### src/rtl/mdu_sequencer.sv
// Multi-cycle MUL (low word) / DIVU / REMU sequencer that borrows the shared execute-stage ALU.
// Latency from start-sampling edge: MUL done in cycle 33, DIVU/REMU cycle 65, div-by-zero/reserved cycle 1.
// No backpressure: start is taken only in IDLE, ignored while busy; kill aborts to IDLE with no done.
// Ports:
//   clk, reset_n            rising-edge clock, async active-low reset
//   start, kill, mdu_op     request pulse, synchronous abort, 00 MUL / 01 DIVU / 10 REMU / 11 reserved
//   op_a, op_b              operands, captured with an accepted start
//   busy, done, result      status, one-cycle completion pulse, registered result
//   alu_own, alu_src*, alu_op, alu_result   borrowed ALU port (drives are zero when not owned)
module mdu_sequencer #(
  parameter int DATA_WIDTH    = 32,
  parameter int OPCODE_LENGTH = 4
) (
  input  logic                     clk,
  input  logic                     reset_n,
  input  logic                     start,
  input  logic                     kill,
  input  logic [1:0]               mdu_op,
  input  logic [DATA_WIDTH-1:0]    op_a,
  input  logic [DATA_WIDTH-1:0]    op_b,
  output logic                     busy,
  output logic                     done,
  output logic [DATA_WIDTH-1:0]    result,
  output logic                     alu_own,
  output logic [DATA_WIDTH-1:0]    alu_srca,
  output logic [DATA_WIDTH-1:0]    alu_srcb,
  output logic [OPCODE_LENGTH-1:0] alu_op,
  input  logic [DATA_WIDTH-1:0]    alu_result
);

  localparam logic [OPCODE_LENGTH-1:0] ALU_ADD = 4'b1011;
  localparam logic [OPCODE_LENGTH-1:0] ALU_SUB = 4'b1010;
  localparam logic [OPCODE_LENGTH-1:0] ALU_GE  = 4'b0111;

  typedef enum logic [2:0] {
    S_IDLE,
    S_MUL_ADD,
    S_DIV_CMP,
    S_DIV_SUB,
    S_DONE
  } state_t;

  state_t                  state_q, state_d;
  logic [5:0]              count_q, count_d;
  logic [1:0]              op_q, op_d;
  // acc_q: product accumulator (MUL) or partial remainder (DIV)
  // opb_q: shifting multiplicand (MUL) or fixed divisor (DIV)
  // shf_q: multiplier shifted right (MUL) or dividend/quotient shifted left (DIV)
  logic [DATA_WIDTH-1:0]   acc_q, acc_d;
  logic [DATA_WIDTH-1:0]   opb_q, opb_d;
  logic [DATA_WIDTH-1:0]   shf_q, shf_d;
  logic                    ge_q, ge_d;
  logic [DATA_WIDTH-1:0]   result_q, result_d;
  logic [DATA_WIDTH-1:0]   rs;

  always_ff @(posedge clk or negedge reset_n) begin
    if (!reset_n) begin
      state_q  <= S_IDLE;
      count_q  <= '0;
      op_q     <= '0;
      acc_q    <= '0;
      opb_q    <= '0;
      shf_q    <= '0;
      ge_q     <= 1'b0;
      result_q <= '0;
    end else begin
      state_q  <= state_d;
      count_q  <= count_d;
      op_q     <= op_d;
      acc_q    <= acc_d;
      opb_q    <= opb_d;
      shf_q    <= shf_d;
      ge_q     <= ge_d;
      result_q <= result_d;
    end
  end

  always_comb begin
    state_d  = state_q;
    count_d  = count_q;
    op_d     = op_q;
    acc_d    = acc_q;
    opb_d    = opb_q;
    shf_d    = shf_q;
    ge_d     = ge_q;
    result_d = result_q;
    alu_own  = 1'b0;
    alu_srca = '0;
    alu_srcb = '0;
    alu_op   = '0;
    // Next partial remainder: shift in the top dividend bit.
    rs       = {acc_q[DATA_WIDTH-2:0], shf_q[DATA_WIDTH-1]};

    case (state_q)
      S_IDLE: begin
        // kill wins over a coincident start.
        if (start && !kill) begin
          op_d    = mdu_op;
          count_d = '0;
          case (mdu_op)
            2'b00: begin
              acc_d   = '0;
              opb_d   = op_a;
              shf_d   = op_b;
              state_d = S_MUL_ADD;
            end
            2'b01, 2'b10: begin
              if (op_b == '0) begin
                result_d = (mdu_op == 2'b01) ? '1 : op_a;
                state_d  = S_DONE;
              end else begin
                acc_d   = '0;
                opb_d   = op_b;
                shf_d   = op_a;
                state_d = S_DIV_CMP;
              end
            end
            default: begin
              result_d = '0;
              state_d  = S_DONE;
            end
          endcase
        end
      end
      S_MUL_ADD: begin
        alu_own  = 1'b1;
        alu_op   = ALU_ADD;
        alu_srca = acc_q;
        alu_srcb = opb_q;
        if (shf_q[0]) acc_d = alu_result;
        opb_d   = opb_q << 1;
        shf_d   = shf_q >> 1;
        count_d = count_q + 6'd1;
        if (count_q == 6'd31) begin
          result_d = acc_d;
          state_d  = S_DONE;
        end
      end
      S_DIV_CMP: begin
        alu_own  = 1'b1;
        alu_op   = ALU_GE;
        alu_srca = rs;
        alu_srcb = opb_q;
        acc_d    = rs;
        shf_d    = {shf_q[DATA_WIDTH-2:0], 1'b0};
        ge_d     = alu_result[0];
        state_d  = S_DIV_SUB;
      end
      S_DIV_SUB: begin
        alu_own  = 1'b1;
        alu_op   = ALU_SUB;
        alu_srca = acc_q;
        alu_srcb = opb_q;
        if (ge_q) begin
          acc_d    = alu_result;
          shf_d[0] = 1'b1;
        end
        count_d = count_q + 6'd1;
        if (count_q == 6'd31) begin
          result_d = (op_q == 2'b01) ? shf_d : acc_d;
          state_d  = S_DONE;
        end else begin
          state_d = S_DIV_CMP;
        end
      end
      S_DONE: begin
        state_d = S_IDLE;
      end
      default: begin
        state_d = S_IDLE;
      end
    endcase

    // Flush: abandon the operation; result keeps its last completed value.
    if (kill && (state_q != S_IDLE)) begin
      state_d  = S_IDLE;
      result_d = result_q;
    end
  end

  assign busy   = (state_q != S_IDLE);
  assign done   = (state_q == S_DONE);
  assign result = result_q;

endmodule

### config.mk
export PLATFORM = sky130hd
export DESIGN_NAME = mdu_sequencer
export DESIGN_NICKNAME = d
export VERILOG_FILES = /design/src/rtl/mdu_sequencer.sv
export SDC_FILE = /design/constraint.sdc
export NUM_CORES = 1
export LEC_CHECK = 0
export ABC_CLOCK_PERIOD_IN_PS = 4000
export BUFFER_PORTS_ARGS = -buffer_cell sky130_fd_sc_hd__clkbuf_2
export CORE_MARGIN = 2
export CORE_UTILIZATION = 60
export DETAILED_ROUTE_END_ITERATION = 7
export PLACE_DENSITY = 0.87
export SLEW_MARGIN = 20
export SYNTH_ARGS = -nofsm -noshare
export SYNTH_HDL_FRONTEND = slang
export SYNTH_SLANG_ARGS = --single-unit
### constraint.sdc
create_clock -name clk -period 4 [get_ports clk]
set_clock_uncertainty 0.2 [all_clocks]
set_input_delay 0.2 -clock clk [delete_from_list [all_inputs] [get_ports clk]]
set_output_delay 0.2 -clock clk [all_outputs]
set_load 0.05 [all_outputs]
### Word level (Yosys, flattened, before mapping)

Index checks and enable logic that the tools add are counted.

* bits in registers: 140
* bits in latches: 0
* bits in writable memories: 0
* memory bits (read-only): 0
* output and inout bits: 103
* logic and storage cells: 87
* memories kept: 0

* $add $sub $neg: 1
* multipliers: 0
* divide/modulo/power cells: 0
* $lt $le $gt $ge: 0
* equal/unequal tests: 17
* shift operators: 0
* muxes and demuxes: 37
* bitwise logic cells: 1
* reductions and logical operators: 22

Operators with widths (count)
* $mux W32: 15
* $pmux W32 S2: 6
* $pmux W32 S4: 1
* $pmux W32 S3: 1
* $pmux W31 S3: 1
* $logic_not A32 Y1: 1
* $mux W3: 5
* $ne A3 B3 Y1 const B: 4
* $pmux W3 S4: 1
* $pmux W4 S3: 1
* $pmux W6 S2: 1
* $reduce_and A4 Y1: 3
* $reduce_bool A3 Y1: 3
* $ne A2 B2 Y1 const B: 4
* $reduce_and A7 Y1: 1
* $add A6 B1 Y6 const B: 1
* $eq A3 B2 Y1 const B: 2
* $eq A6 B5 Y1 const B: 1
* $mux W6: 1
* $pmux W3 S2: 1
* $reduce_and A2 Y1: 3
* $eq A2 B1 Y1 const B: 2
* $pmux W1 S4: 1
* $reduce_bool A2 Y1: 2
* 13 further kinds: 16

### Longest topological paths before layout

* word-level depth: 6
* mapped depth: 8
* gate-level depth less buffers: 7

### Worst setup path before layout

Ideal clock, no wire load.

* path kind: flip-flop to output port
* start point: reg state_q[2]
* end point: out alu_srca[13]
* arrival: 2.278 ns
* required time: 3.600 ns
* setup slack: 1.322 ns
* stages on the path, launching flop included: 7
* buffers on the path: 3
* cells stage by stage: dfrtp_1 > buf_6 > nand2b_2 > inv_1 > clkbuf_1 > buf_1 > a22o_1

* cells in the longest elaborated chain, start to end: 3
* elaborated cells on any way between the ends: 5
* those cells by class: 3 x eq/ne; 1 x mux; 1 x reduce/logical

Ends and longest elaborated chain
* from (decl): line 43 `state_t state_q, state_d;`
* from (signal assigned): line 67 `state_q <= state_d;`
* $eq A3 B1 Y1 / $eq A3 B2 Y1 (equally long branches): line 94 `case (state_q)`
* $reduce_or A2 Y1 (no line)
* $pmux W32 S2 *: line 94
* to (decl): line 25 `output logic [DATA_WIDTH-1:0] alu_srca,`

Mark *: on every way between the ends. The rest lies on a longest branch, timed or not.

### Worst setup path after layout

* start point: reg state_q[1]
* end point: out alu_srca[0]

The elaborated chain is that of the path after synthesis.

==> impl_metrics.py <==
metrics = {
    "synthesis": {
        "synthesis.nets": 1166,
        "synth_area_leaders": "dfrtp_1 (37%), o21ai_0 (9.7%), mux2_2 (8.1%), mux2i_1 (7.1%), mux2_4 (4.8%)",
        "synth_seq_cells": 140,
        "avgSynthCellArea_um2": 8.94,
        "syn_inst": 1060,
        "synthDistinctLibCells": 50,
        "synth_top_area_share": 0.370,
        "yosysTopAreaCell": "dfrtp_1",
        "async_flop_share": 1.00,
        "yosysSeqAreaShare": 0.370,
        "synth_area_um2": 9480,
        "ys_warn_count": 0,
        "synth-edff-count": 0,
        "synth_flop_cell": "dfrtp_1",
    },
    "grt": {
        "grt_pass1_wl_mm": 47.8,
        "grt_pass1_vias": 8651,
        "grt_antenna_before_repair": 0,
        "grt_max_degree": 98,
        "grt-ovfl-total": 0,
        "grt_use_total": 0.364,
    },
    "critical_path": {
        "cp_slowest_cell": "buf_4",
        "start_kind": "register",
        "crit_path_frequent_cell": "nand2_1",
        "max_stage_delay_ps": 840,
        "end_kind": "output port",
        "cp.required_ps": 3600,
        "regToRegSetupSlack_ps": 1100,
        "arrival_ps": 2860,
        "path_max_fanout": 97,
        "path_cells": "nor3b_4 > buf_4 > nand2_1 > nand2_1 > clkbuf_2",
        "critPathKind": "register to output port",
    },
    "sta": {
        "worstMarginPinSlew_ps": 1140,
        "setup-tns-final_ps": 0,
        "maxSlewHeadroom": 0.241,
        "final_hold_viol_count": 0,
        "fin_crit_ps": 3260,
        "grt_setup_unrepaired": "no",
        "max_freq_mhz": 306,
        "finalCritPeriodShare": 0.816,
        "maxSlewViolCount": 0,
        "fin_ws_ps": 736,
        "hold_slack_ps": 15.9,
        "setup_viol": 0,
    },
    "hold_path": {
        "hold_class": "input port to register",
    },
    "cells_and_area": {
        "fillers": 1086,
        "post-route-util": 0.750,
        "fin_nets": 1347,
        "fin_area_um2": 11500,
        "drive_above_1_share": 0.289,
        "fin_cells": 1466,
        "layout_commonest_cell": "clkbuf_2",
        "area_growth_pct": 21.3,
        "ff_latch_area_um2": 3500,
        "most-common-layout-cells": "clkbuf_2 (203), o21ai_0 (183), dfrtp_1 (140)",
        "multi_input_area_um2": 5560,
    },
    "placed_design": {
        "dp.cells": 1398,
        "gp_congestion": 1.00,
        "placed_cell_area_um2": 10500,
        "dp_slack_ps": 1190,
        "place.port_buffers": 204,
        "dp_hpwl_mm": 20.3,
    },
    "route": {
        "drtAntennaViolNets": 0,
        "via_per_inst": 6.48,
        "post_drt_wl_per_cell_um": 20.6,
        "drt_first_pass_iters": 5,
        "totalWireLength_mm": 30.3,
        "vias": 9507,
        "drc": 0,
        "first_iter_violations": 1302,
    },
    "die": {
        "die_area_um2": 16800,
        "die_y_um": 130,
        "rows": 45,
        "coreArea_um2": 15300,
        "die_x_um": 130,
        "start_util": 0.619,
        "ios": 205,
    },
    "cts": {
        "path_clk_slew_ps": 60,
        "cts_made_buffers": 17,
        "cts_resized": 0,
        "htreeDepth": 4,
        "cts_tree": "yes",
        "root_buffer": "clkbuf_16",
        "cts_sinks": 140,
        "clk_path_buf_depth": 2,
        "cts_hold_buffers": 35,
        "postCtsSetupBuffers": 0,
        "insertion_delay_ps": 430,
    },
    "pwr": {
        "power_per_cell_area_nw_per_um2": 718,
        "p_leak_nw": 5.42,
        "power_mw": 8.25,
        "ir_drop_mv": 0.478,
    },
    "run_status": {
        "status": "completed",
    },
    "run": {
        "cap_violations": 0,
    },
}
==> synth_stat cells, types with 2 or more instances <==
library cell,number
or2_1,2
o21ai_1,16
buf_6,5
nand2_1,71
a21oi_1,39
nand2b_1,2
mux2i_1,67
a221oi_1,30
nor4_1,8
o21ai_0,183
a211o_1,3
nand3_1,34
mux2_4,30
nand4_1,2
buf_1,7
nor2_1,106
o211ai_1,32
clkbuf_1,52
nor3_1,3
mux2_2,68
nand3b_1,2
ha_1,4
buf_2,30
inv_1,6
and2_1,33
dfrtp_1,140
a22o_1,32
a22oi_1,31
==> area by class of cell <==
type | count | share of cell area
flip-flops and latches | 140 | 0.305
well taps | 211 | 0.0230
multi-input cells | 818 | 0.484
repair buffers | 257 | 0.132
clock buffers | 26 | 0.0452
inverters | 7 | 0.00250
clock inverters | 6 | 0.00915
diodes | 1 | 0.000218
==> final timing paths <==
kind | cells after the start | endpoint | startpoint
max reg2reg | 6 | shf_q[31] | state_q[1]
max | 5 | alu_srca[0] | state_q[1]
min | 4 | acc_q[30] | alu_result[30]
min in group asynchronous | 2 | count_q[4] | reset_n
max in group asynchronous | 3 | opb_q[15] | reset_n
min reg2reg | 2 | count_q[5] | count_q[5]
==> cell families (layout without fill, tap and decap cells) <==
kind of cell | Yosys count | in the layout | synth area share
multiplexers | 165 | 165 | 0.199
adder cells (fa/ha/maj) | 4 | 4 | 0.00528
buffers and inverters | 102 | 296 | 0.0487
XOR/XNOR | 1 | 1 | 0.000924
flip-flops | 140 | 140 | 0.370
AO/OA/AOI/OAI | 375 | 375 | 0.244
AND/OR/NAND/NOR | 273 | 273 | 0.132
other | 0 | 1 | 0
==> sequential cells by signal, indices dropped and copies added, names as in the netlist <==
signal	count
shf_q	32
count_q	6
ge_q	1
opb_q	32
state_q	3
op_q	2
acc_q	32
result	32
==> power by group <==
part	switching, mW	total [mW]	internal [mW]	leakage [nW]
clock	0.600	1.68	1.08	0.310
combinational	2.35	3.73	1.38	3.32
sequential	0.775	2.84	2.07	1.79
==> worst max-delay path, delay by kind of cell, from the launching register on <==
family        cells  cell delay (ps)
buf+inv           2             1130
simple gates      3              650
flops             1              620
==> metal layers <==
layer,part of all wire,global-route usage,routed length (um),vias up
li1,-,-,-,4278
met1,0.43,0.536,12900,4541
met2,0.44,0.535,13300,620
met3,0.11,0.0805,3300,68
met4,0.026,0.120,790,0
met5,0,0,0,-
Power figures use the tool's default switching activity.
